**config.mk**
```make
export PLATFORM = sky130hd
export DESIGN_NAME = pipeline_hazard_controller
export DESIGN_NICKNAME = d
export VERILOG_FILES = /design/src/rtl/pipeline_hazard_pkg.sv /design/src/rtl/pipeline_hazard_controller_muldiv.sv /design/src/rtl/pipeline_hazard_controller.sv
export SDC_FILE = /design/constraint.sdc
export NUM_CORES = 1
export LEC_CHECK = 0
export BUFFER_PORTS_ARGS = -buffer_cell sky130_fd_sc_hd__buf_2
export CAP_MARGIN = 10
export CORE_MARGIN = 2
export CORE_UTILIZATION = 59
export DETAILED_ROUTE_END_ITERATION = 8
export PLACE_DENSITY = 0.84
export SLEW_MARGIN = 25
export SYNTH_ARGS = -nofsm -noshare
export SYNTH_HDL_FRONTEND = slang
export SYNTH_SLANG_ARGS = --single-unit
```
**constraint.sdc**
```tcl
create_clock -name Clk -period 5.63 [get_ports Clk]
set_input_delay 1.126 -clock Clk [delete_from_list [all_inputs] [get_ports Clk]]
set_output_delay 1.126 -clock Clk [all_outputs]
set_load 0.005 [all_outputs]
```
**src/rtl/pipeline_hazard_pkg.sv**
```systemverilog
// Shared types and constants for the MIPS hazard/forwarding controller.
package pipeline_hazard_pkg;
  localparam int REG_W = 5;
  localparam int MD_CNT_W = 4;

  localparam logic [1:0] FWD_RF  = 2'b00;
  localparam logic [1:0] FWD_EX  = 2'b01;
  localparam logic [1:0] FWD_MEM = 2'b10;
  localparam logic [1:0] FWD_WB  = 2'b11;

  typedef enum logic {IDLE = 1'b0, BUSY = 1'b1} md_state_e;

  typedef struct packed {
    logic             valid;
    logic [REG_W-1:0] dest;
    logic             we;
    logic             load;
  } hz_entry_t;

  function automatic logic hz_src(input hz_entry_t e);
    return e.valid && e.we && (e.dest != '0);
  endfunction
endpackage

```
**src/rtl/pipeline_hazard_controller_muldiv.sv**
```systemverilog
// HI/LO unit busy timer: IDLE/BUSY FSM with a down-counter; busy is registered.
module muldiv_busy_timer
  import pipeline_hazard_pkg::*;
#(
  parameter int MULDIV_CYCLES = 4
) (
  input  logic Clk,
  input  logic Reset,
  input  logic start,
  output logic busy
);
  md_state_e           state_q;
  logic [MD_CNT_W-1:0] cnt_q;

  always_ff @(posedge Clk) begin
    if (Reset) begin
      state_q <= IDLE;
      cnt_q   <= '0;
      busy    <= 1'b0;
    end else begin
      case (state_q)
        IDLE: if (start) begin
          state_q <= BUSY;
          cnt_q   <= MD_CNT_W'(MULDIV_CYCLES - 1);
          busy    <= 1'b1;
        end
        BUSY: if (cnt_q == '0) begin
          state_q <= IDLE;
          busy    <= 1'b0;
        end else begin
          cnt_q <= cnt_q - 1'b1;
        end
        default: begin
          state_q <= IDLE;
          busy    <= 1'b0;
        end
      endcase
    end
  end
endmodule

```
**src/rtl/pipeline_hazard_controller.sv**
```systemverilog
// Load-use / HI-LO stall decision, EX>MEM>WB operand forwarding and stall counter.
module pipeline_hazard_controller
  import pipeline_hazard_pkg::*;
#(
  parameter int MULDIV_CYCLES = 4
) (
  input  logic             Clk,
  input  logic             Reset,
  input  logic [REG_W-1:0] ID_RS,
  input  logic [REG_W-1:0] ID_RT,
  input  logic             ID_USES_RS,
  input  logic             ID_USES_RT,
  input  logic [REG_W-1:0] ID_DEST,
  input  logic             ID_RF_ENABLE,
  input  logic             ID_LOAD_INSTR,
  input  logic             ID_MULDIV_START,
  input  logic             ID_USES_HILO,
  output logic             PC_LE,
  output logic             IF_ID_LE,
  output logic             ID_EX_BUBBLE,
  output logic [1:0]       FWD_A_SEL,
  output logic [1:0]       FWD_B_SEL,
  output logic             MULDIV_BUSY,
  output logic [15:0]      STALL_COUNT
);
  hz_entry_t   ex_q, mem_q, wb_q, ex_d;
  logic        lu, hl, stall;
  logic [15:0] stall_cnt_q;

  function automatic logic [1:0] fwd_sel(input logic [REG_W-1:0] src,
                                         input hz_entry_t ex, input hz_entry_t mem,
                                         input hz_entry_t wb);
    if (src == '0)                     return FWD_RF;
    if (hz_src(ex)  && ex.dest == src) return FWD_EX;
    if (hz_src(mem) && mem.dest == src) return FWD_MEM;
    if (hz_src(wb)  && wb.dest == src) return FWD_WB;
    return FWD_RF;
  endfunction

  always_comb begin
    lu = ex_q.load && hz_src(ex_q) &&
         ((ID_USES_RS && ex_q.dest == ID_RS) || (ID_USES_RT && ex_q.dest == ID_RT));
    hl = MULDIV_BUSY && (ID_USES_HILO || ID_MULDIV_START);
    stall = lu || hl;
    PC_LE        = !stall;
    IF_ID_LE     = !stall;
    ID_EX_BUBBLE = stall;
    FWD_A_SEL    = fwd_sel(ID_RS, ex_q, mem_q, wb_q);
    FWD_B_SEL    = fwd_sel(ID_RT, ex_q, mem_q, wb_q);
    ex_d = stall ? '0 : '{valid: 1'b1, dest: ID_DEST, we: ID_RF_ENABLE, load: ID_LOAD_INSTR};
  end

  always_ff @(posedge Clk) begin
    if (Reset) begin
      ex_q        <= '0;
      mem_q       <= '0;
      wb_q        <= '0;
      stall_cnt_q <= '0;
    end else begin
      ex_q  <= ex_d;
      mem_q <= ex_q;
      wb_q  <= mem_q;
      if (stall && stall_cnt_q != 16'hFFFF) stall_cnt_q <= stall_cnt_q + 1'b1;
    end
  end

  assign STALL_COUNT = stall_cnt_q;

  // A mult/div only issues once it is allowed to leave ID.
  muldiv_busy_timer #(.MULDIV_CYCLES(MULDIV_CYCLES)) u_md (
    .Clk   (Clk),
    .Reset (Reset),
    .start (ID_MULDIV_START && !stall),
    .busy  (MULDIV_BUSY)
  );
endmodule
```
==> run_results.csv <==
group,metric,value,unit
floorplan,die_area,4670,um2
sta,fin_crit_sh,0.711,
clock_tree,cts-buffers-inserted,5,
critical_path,crit_slowest_cell,"o21ai_2",
sta,rsz0062_at_grt,"false",
hold_path,min_path_cells,1,
clock_tree,root_buffer,"clkbuf_8",
synthesis,synthTopCellsByCount,"dfxtp_1 (44), nor2b_1 (28), nor2_1 (22)",
sta,setup_tns,0,ps
floorplan,die_width,68.4,um
critical_path,start_kind,"primary input",
synthesis,synth_top_area_share,0.360,
global_route,grt_pass1_wl,8.02,mm
synthesis,ys_ff_latch,44,
layout,multi_input_area,1460,um2
clock_tree,cts_tree,"built",
synthesis,yosysUniqueCellTypes,45,
route,top_layer_used,"met4",
critical_path,worstSetupEndpointType,"output port",
clock_tree,cts_buffer_depth,2,
synthesis,syn_nets,292,
synthesis,yosysSeqAreaShare,0.360,
synthesis,synth_most_common_cell,"dfxtp_1",
synthesis,netlist_instances,266,
layout,area_growth,13.7,%
sta,period_needed,4010,ps
sta,clock_skew,6.76,ps
layout,drive_gt1_frac,0.258,
clock_tree,hold_buffers,0,
synthesis,synth-edff-count,0,
route,vias_per_cell,5.70,
placed_design,dpl.hpwl,3.81,mm
critical_path,cp_max_fo,22,
power_and_ir_drop,power.leakage,1.14,nW
route,first_pass_iters,4,
placed_design,gp_congestion,0.915,
layout,regArea,881,um2
clock_tree,cts_setup_buffers,0,
placed_design,portBuffers,46,
route,wl_met2,2.56,mm
route,wl_met1,2.31,mm
placed_design,dp.cells,352,
layout,antenna_cells,0,
global_route,grt_antenna_before_repair,0,
synthesis,netlist_area,2440,um2
hold_path,worstHoldStart,"mem_q[1]",
clock_tree,cts_resized,0,
floorplan,coreArea,4000,um2
floorplan,pin_count,47,
layout,nFillCells,326,
layout,fin_area,2780,um2
clock_tree,path_clk_slew,80,ps
critical_path,cp.required,4500,ps
route,wl_per_cell,14.3,um
clock_tree,cts_sinks,44,
synthesis,avgSynthCellArea,9.19,um2
floorplan,rows,23,
global_route,grt_pass1_vias,1816,
synthesis,yosys_warnings,0,
layout,stdcell_count,360,
critical_path,r2r_slack,3230,ps
route,route.detailed.drc,0,
route,first_iter_violations,127,
critical_path,reg2regPathDepth,6,
synthesis,ys.flop_type,"dfxtp_1",
sta,setup_viol,0,
clock_tree,htree_levels,2,
hold_path,min_to,"wb_q[1]",
synthesis,synth_area_leaders,"dfxtp_1 (36%), nor2b_1 (7.2%), xnor2_1 (6.5%)",
critical_path,path_common_cell,"buf_2",
floorplan,floorplan.initialDensity,0.611,
power_and_ir_drop,ir_drop,161,uV
critical_path,critical_path_arrival,2880,ps
power_and_ir_drop,power.total,643,uW
sta,fmax,250,MHz
sta,worst_slew_pin_slew,997,ps
critical_path,rr_startpoint,"ex_q[5]",
sta,max_slew_margin,0.335,
status,status,"finished clean",
critical_path,path_class,"primary input to output port",
floorplan,die_h,68.4,um
route,vias,2053,
sta,final_hold_viol_count,0,
critical_path,path_cells,"buf_2 -> xnor2_1 -> nand3_1 -> nor2_1 -> o21ai_2 -> and2_4 -> inv_4 -> buf_2",
placed_design,place_ws,1660,ps
layout,fin_nets,335,
sta,fin_ws,1620,ps
placed_design,placed_area,2680,um2
global_route,grt_usage,0.231,
clock_tree,clk_latency,300,ps
synthesis,async_reset_ff_frac,0,
hold_path,hold_path_class,"register to register",
route,antenna_left,0,
critical_path,cp_slowest_stage_delay,790,ps
sta,drv_slew,0,
critical_path,reg2reg_to,"STALL_COUNT[8]",
global_route,grt_overflow,0,
run,max_cap_viol_count,0,
power_and_ir_drop,power.density,231,nW/um2
route,routed_wl,5.15,mm
route,dr_wl_met3,209,um
global_route,grt_max_degree,60,
synthesis,synth_top_area_cell,"dfxtp_1",
[per-layer routing]
| layer | track usage | vias to the layer above |
|---|---|---|
| met5 | 0 | - |
| li1 | - | 1031 |
| met4 | 0.0875 | 0 |
| met3 | 0.0592 | 7 |
| met2 | 0.404 | 43 |
| met1 | 0.268 | 972 |
[placed cells by master (no fill, tap or decap), types with 2 or more instances in the layout]
cell type,n
a2111oi_0,2
a2111oi_2,3
a211o_1,2
a211oi_1,11
a21oi_1,6
and3_1,3
and4_1,2
buf_2,45
buf_4,2
clkbuf_8,6
clkinv_2,2
dfxtp_1,44
ha_1,3
inv_1,9
mux2_1,10
mux2_2,4
nand2_1,5
nand2b_1,3
nand3_1,14
nand4_1,5
nor2_1,22
nor2b_1,28
nor3_1,8
nor3_2,2
nor3b_2,8
nor4_1,2
o21ai_0,6
or4_1,6
or4b_2,2
xnor2_1,18
xor2_1,12
[cell families after synthesis]
family / share of synthesized area
AO/OA/AOI/OAI: 0.114
adder cells (fa/ha/maj): 0.0154
AND/OR/NAND/NOR: 0.293
XOR/XNOR: 0.108
flip-flops: 0.360
buffers and inverters: 0.0410
multiplexers: 0.0686
[worst max-delay path, delay by kind of cell]
kind / cells / cell delay, ps
buffers and inverters: 3 / 330
AO/OA/AOI/OAI: 1 / 790
XOR/XNOR: 1 / 130
AND/OR/NAND/NOR: 3 / 500
[area by class of cell]
class / count / area share
clock inverters: 2 / 0.00360
well taps: 50 / 0.0225
multi-input cells: 201 / 0.526
repair buffers: 47 / 0.0864
clock buffers: 6 / 0.0297
inverters: 10 / 0.0144
flip-flops and latches: 44 / 0.317
[registers in the layout, summed over array words and instances, names as in the netlist]
name	cells
u_md.cnt_q	4
ex_q	8
u_md.state_q	1
u_md.busy	1
wb_q	7
STALL_COUNT	16
mem_q	7
[stage by stage]
step,hold slack (ps),utilization
after floorplan,438,-
after global routing,490,0.695
after CTS,471,0.694
after detailed placement,460,0.671
after global placement,463,0.671
final,469,0.695
[worst max-delay path by stage]
stage	from	endpoint	slack (ps)	cells after the start
2_1_floorplan	ID_MULDIV_START	PC_LE	2310	4
3_3_place_gp	ID_RT[3]	ID_EX_BUBBLE	1700	8
3_5_place_dp	ID_RT[3]	ID_EX_BUBBLE	1660	8
4_1_cts	ID_RT[3]	ID_EX_BUBBLE	1660	8
5_1_grt	ID_RT[1]	ID_EX_BUBBLE	1520	8
6_report	ID_RT[3]	ID_EX_BUBBLE	1620	8
[report_power, final]
group          internal, mW  switching [mW]
Clock                0.0979           0.106
Sequential            0.326          0.0165
Combinational        0.0450          0.0511
(Power assumes the default switching activity.)
